===== src/rtl/cordic_phase_post_if.sv =====
// Handshake and data bundle between the phase post-processor and its neighbours.
// The input side carries CORDIC phase samples in; the output side carries block-average frequency results out.
interface cordic_phase_post_if;
    logic        in_valid;
    logic        in_ready;
    logic [31:0] phase_in;
    logic [39:0] unwrap_out;
    logic [31:0] freq_out;
    logic        out_valid;
    logic        out_ready;

    modport master (
        output in_valid, phase_in, out_ready,
        input  in_ready, unwrap_out, freq_out, out_valid
    );

    modport slave (
        input  in_valid, phase_in, out_ready,
        output in_ready, unwrap_out, freq_out, out_valid
    );
endinterface


===== src/rtl/cordic_phase_post.sv =====
// Phase unwrapper and block-average frequency estimator behind a vectoring CORDIC.
// Phase is in degrees x 2^16; the frequency result is the mean wrapped phase step over 2^LOG2N steps.
module cordic_phase_post #(
    parameter int LOG2N = 4
) (
    input  logic                     clk,
    input  logic                     rst,
    input  logic                     clear,
    cordic_phase_post_if.slave       bus
);
    localparam logic [0:0] S_IDLE = 1'b0;
    localparam logic [0:0] S_RUN  = 1'b1;

    localparam logic signed [32:0] HALF_TURN = 33'sd11796480;
    localparam logic signed [32:0] FULL_TURN = 33'sd23592960;

    logic [0:0]             state_q, state_d;
    logic [31:0]            prev_q, prev_d;
    logic [39:0]            unwrap_q, unwrap_d;
    logic [39:0]            sum_q, sum_d;
    logic [LOG2N-1:0]       cnt_q, cnt_d;
    logic [31:0]            freq_q, freq_d;
    logic                   ovld_q, ovld_d;

    logic                   accept;
    logic                   xfer;
    logic signed [32:0]     d_raw;
    logic signed [32:0]     d_wrap;
    logic signed [39:0]     d_ext;
    logic signed [39:0]     sum_nxt;
    logic signed [39:0]     avg;

    assign bus.in_ready   = ~ovld_q | bus.out_ready;
    assign bus.unwrap_out = unwrap_q;
    assign bus.freq_out   = freq_q;
    assign bus.out_valid  = ovld_q;

    assign accept = bus.in_valid & bus.in_ready;
    assign xfer   = ovld_q & bus.out_ready;

    // Step folded into (-180, +180] deg so a jump across the +-180 seam reads as a short step.
    always_comb begin
        d_raw  = $signed({bus.phase_in[31], bus.phase_in}) - $signed({prev_q[31], prev_q});
        d_wrap = d_raw;
        if (d_raw > HALF_TURN)
            d_wrap = d_raw - FULL_TURN;
        else if (d_raw <= -HALF_TURN)
            d_wrap = d_raw + FULL_TURN;
        d_ext   = {{7{d_wrap[32]}}, d_wrap};
        sum_nxt = $signed(sum_q) + d_ext;
        avg     = sum_nxt >>> LOG2N;
    end

    always_comb begin
        state_d  = state_q;
        prev_d   = prev_q;
        unwrap_d = unwrap_q;
        sum_d    = sum_q;
        cnt_d    = cnt_q;
        freq_d   = freq_q;
        ovld_d   = ovld_q;

        if (clear) begin
            state_d = S_IDLE;
            sum_d   = '0;
            cnt_d   = '0;
            ovld_d  = 1'b0;
            freq_d  = '0;
        end else begin
            if (xfer)
                ovld_d = 1'b0;
            if (accept) begin
                prev_d = bus.phase_in;
                if (state_q == S_IDLE) begin
                    unwrap_d = {{8{bus.phase_in[31]}}, bus.phase_in};
                    state_d  = S_RUN;
                end else begin
                    unwrap_d = unwrap_q + d_ext;
                    // Count is all ones exactly when this diff closes the block.
                    if (&cnt_q) begin
                        freq_d = avg[31:0];
                        ovld_d = 1'b1;
                        sum_d  = '0;
                        cnt_d  = '0;
                    end else begin
                        sum_d = sum_nxt;
                        cnt_d = cnt_q + LOG2N'(1);
                    end
                end
            end
        end
    end

    always_ff @(posedge clk) begin
        if (rst) begin
            state_q  <= S_IDLE;
            prev_q   <= '0;
            unwrap_q <= '0;
            sum_q    <= '0;
            cnt_q    <= '0;
            freq_q   <= '0;
            ovld_q   <= 1'b0;
        end else begin
            state_q  <= state_d;
            prev_q   <= prev_d;
            unwrap_q <= unwrap_d;
            sum_q    <= sum_d;
            cnt_q    <= cnt_d;
            freq_q   <= freq_d;
            ovld_q   <= ovld_d;
        end
    end
endmodule


===== src/flat_wrapper.sv =====
// flat-port wrapper written by rule: the top's interface ports become plain ports
module cordic_phase_post_flat 
#(
    parameter int LOG2N = 4
)
  (clk, rst, clear, bus_in_valid, bus_phase_in, bus_out_ready, bus_in_ready, bus_unwrap_out, bus_freq_out, bus_out_valid);
  cordic_phase_post_if bus_i ();
  input  logic clk;
  input  logic rst;
  input  logic clear;
  input wire logic [$bits(bus_i.in_valid)-1:0] bus_in_valid;
  input wire logic [$bits(bus_i.phase_in)-1:0] bus_phase_in;
  input wire logic [$bits(bus_i.out_ready)-1:0] bus_out_ready;
  output wire logic [$bits(bus_i.in_ready)-1:0] bus_in_ready;
  output wire logic [$bits(bus_i.unwrap_out)-1:0] bus_unwrap_out;
  output wire logic [$bits(bus_i.freq_out)-1:0] bus_freq_out;
  output wire logic [$bits(bus_i.out_valid)-1:0] bus_out_valid;
  assign bus_i.in_valid = bus_in_valid;
  assign bus_i.phase_in = bus_phase_in;
  assign bus_i.out_ready = bus_out_ready;
  assign bus_in_ready = bus_i.in_ready;
  assign bus_unwrap_out = bus_i.unwrap_out;
  assign bus_freq_out = bus_i.freq_out;
  assign bus_out_valid = bus_i.out_valid;
  cordic_phase_post #(.LOG2N(LOG2N)) u_core (.clk(clk), .rst(rst), .clear(clear), .bus(bus_i));
endmodule

===== config.mk =====
export PLATFORM = sky130hd
export DESIGN_NAME = cordic_phase_post_flat
export DESIGN_NICKNAME = d
export VERILOG_FILES = /design/src/rtl/cordic_phase_post_if.sv /design/src/rtl/cordic_phase_post.sv /design/src/flat_wrapper.sv
export SDC_FILE = /design/constraint.sdc
export NUM_CORES = 1
export LEC_CHECK = 0
export ABC_AREA = 1
export BUFFER_PORTS_ARGS = -buffer_cell sky130_fd_sc_hd__buf_2
export CAP_MARGIN = 20
export CORE_UTILIZATION = 67
export CTS_CLUSTER_SIZE = 16
export DETAILED_ROUTE_END_ITERATION = 8
export HOLD_SLACK_MARGIN = 0.1
export PLACE_DENSITY = 0.88
export SLEW_MARGIN = 20
export SYNTH_ARGS = -nofsm -noshare
export SYNTH_HDL_FRONTEND = slang
export SYNTH_SLANG_ARGS = --single-unit

===== constraint.sdc =====
create_clock -name clk -period 11.8 [get_ports clk]
set_clock_uncertainty 0.15 [all_clocks]
set_input_delay 1.77 -clock clk [delete_from_list [all_inputs] [get_ports clk]]
set_output_delay 1.77 -clock clk [all_outputs]
set_load 0.02 [all_outputs]

==> metrics.md <==
| Metric | Value |
|---|---|
| Final Setup Violations | 0 |
| First-pass GRT wire length | 68000 microns |
| Family with the most delay on the worst path | simple AND/OR/NAND/NOR gates |
| Dominant synthesized flop cell | dfxtp_1 |
| CP Data Required Time | between 10000 and 15000 ps |
| Critical path's most frequent cell | nand2_1 |
| Via count | between 10000 and 15000 |
| Grt ovf | 0 |
| H-Tree Depth | 4 |
| Total die area | 0.0201 sq mm |
| Post-Syn Area | 0.0131 sq mm |
| IO Port Bufs | 110 |
| Crit path kind | input pin to register |
| Kind of end point of the critical path | register |
| RSZ-0062 raised after global routing | false |
| Count leader, synth | nand2_1 |
| Synth area leaders | dfxtp_1 22%, nand2_1 19%, ha_1 10%, a21oi_1 8.7%, inv_1 8.3% |
| Avg Inst Size Synth | 6.05 sq um |
| Clock sinks | 146 |
| Relative slew margins | between 30% and 40% |
| Cell Rows | 50 |
| Die H | approximately 140 microns |
| R2R Setup Slk | 6270 ps |
| N_diodes | 0 |
| Max IR drop VDD | between 0.1 and 0.15 mV |
| Max-Cap Viols | 0 |
| Vias/cell | 5.92 |
| Final WL | 43200 microns |
| Outcome | finished, final reports clean |
| Gpl congestion | 1.10 |
| Total power | 0.00200 W |
| Power Density | 139 mW/mm^2 |
| Vias in the first global route | 13800 |
| Routed length per instance | 17.1 microns |
| Post-synth top area cell | dfxtp_1 |
| Layout Nets | about 2400 |
| Gr usage total | 43.3% |
| CTS root buf | clkbuf_16 |
| Worst Tran Pin Value | ~960 ps |
| Critical Path AT | 6770 ps |
| Hold Buf Count CTS | 0 |
| Latest clock arrival within the worst-skew pair | 460 ps |
| CTS buffer count | 17 |
| Commonest cells in the netlist | 659 x nand2_1, 288 x inv_1, 226 x a21oi_1, 163 x nor2_1, 146 x dfxtp_1 |
| PostCTS Resize Cnt | 0 |
| Worst Path Max Fanout | 8 |
| Fmax | 151 MHz |
| DR DRC count | 0 |
| Period minus WS final | 6610 ps |
| Post-route setup slack | 5190 ps |
| Seq/Total Area, Yosys | 22.4% |
| Pins Over Slew Limit | 0 |
| Starting Density | 69.1% |
| Synthesis-to-finish area growth | 10.5% |
| CTS tree | built |
| Post-CTS Setup Bufs | 0 |
| Layout cell share with drive strength beyond 1 | 10.5% |
| Post-DP HPWL | 33000 microns |
| Slowest cell on the critical path | ha_1 |
| Clk slew on worst S/H paths | 80 ps |
| Worst path max stage delay | 400 ps |
| Worst min path class | register to register |
| P_leak | 7.39 nW |
| Ports | 111 |
| Syn_nets | about 2300 |
| Antenna-violating nets left | 0 |
| Core area | 0.0189 sq mm |
| Largest net degree at the start of global routing | 104 |
| Deepest clock path buffer count | 2 |
| Share of synthesized flip-flops with an asynchronous set or reset | 0% |
| Mapped Cells | 2158 |
| FILL cells | between 1500 and 2000 |
| TNS Setup | 0 ps |
| Yosys reg bits | 146 |
| Util after Layout | 76.4% |
| Die X-Extent | approximately 140 microns |
| Syn. warnings | 0 |
| CP startpoint kind | input pin |
| First DRT Iteration DRCs | 1412 |
| Crit share post-route | 56.0% |
| Worst slack, placed | 4890 ps |
| Initial DRT Pass Iterations | 7 |
| Placement Cell Area | 0.0138 sq mm |
| Post-synth EDFFs | 0 |
| Yosys top cell area share | 22.4% |
| Library cells used by synthesis | 53 |
| CP Buf/Inv Count | 3 |
| Initial antenna violation count | 0 |
| Final Cell Area | 0.0144 sq mm |
| Final Hold Fails | 0 |
-- final cells by class --
class	count	area (sq um)	area share (%)
Inverter	295	1110	7.67
Timing Repair Buffer	117	603	4.18
Sequential cell	146	2920	20.3
Clock buffer	17	425	2.95
Multi-Input combinational cell	1672	8860	61.4
Clock inverter	15	186	1.29
Tap cell	260	325	2.25
-- per-layer routing --
| layer | vias up | wire, microns | track usage (%) |
|---|---|---|---|
| li1 | 7192 | - | - |
| met1 | 6747 | 17200 | 52.0 |
| met2 | 803 | 20000 | 73.5 |
| met3 | 180 | 3930 | 8.27 |
| met4 | 0 | 2110 | 22.1 |
| met5 | - | 0 | 0 |
-- cell families after synthesis --
logic type	Yosys count	synth area share (%)
AOI/OAI and AO/OA	425	17.6
xor gates and xnor gates	61	4.09
adders and majority gates	111	10.8
buffers and inverters	340	9.81
DFF	146	22.4
and+or+nand+nor	1075	35.3
-- metrics by stage --
step	std cells	hold WS, ps
floorplan	2158	283
detailed placement	2490	286
global route	2522	317
global placement	2490	282
finish	2522	301
CTS	2522	305
-- worst min-delay path, cell delays in order, from the launching register on --
cell and delay (ps):
dfxtp_1 310, nand2_1 60, nand2_1 40
-- sequential cells by signal (all words and copies together) (netlist names) --
signal                 flops
u_core.bus.freq_out       32
u_core.prev_q             32
u_core.cnt_q               4
u_core.sum_q              36
u_core.bus.unwrap_out     40
u_core.state_q             1
u_core.bus.out_valid       1
-- layout by cell type, fill, tap and decap left out, types with 15 or more instances in the layout --
master,count
a21oi_1,226
buf_2,110
clkbuf_16,17
dfxtp_1,145
ha_1,108
inv_1,287
nand2_1,659
nand2_2,25
nand3_1,106
nand4_1,24
nor2_1,161
nor2_2,16
nor3_1,19
o211ai_1,15
o21ai_0,132
or2_2,20
xnor2_1,26
xor2_1,35
-- worst paths after layout --
check                                   end  depth (start not counted)                    start
setup / recovery  u_core.bus.unwrap_out[35]                         30         bus_phase_in[14]
setup reg to reg  u_core.bus.unwrap_out[35]                         30         u_core.prev_q[8]
hold reg to reg     u_core.bus.freq_out[28]                          2  u_core.bus.freq_out[28]
hold / removal      u_core.bus.freq_out[28]                          2  u_core.bus.freq_out[28]
-- power breakdown --
group | total (W) | leakage, nW | internal, W | switching [W]
clock network | 0.000568 | 0.297 | 0.000288 | 0.000280
logic | 0.000911 | 5.91 | 0.000281 | 0.000631
registers | 0.000525 | 1.19 | 0.000511 | 0.0000140
total | 0.00200 | 7.39 | 0.00108 | 0.000925
No activity file was read; power rests on OpenSTA's default activity.
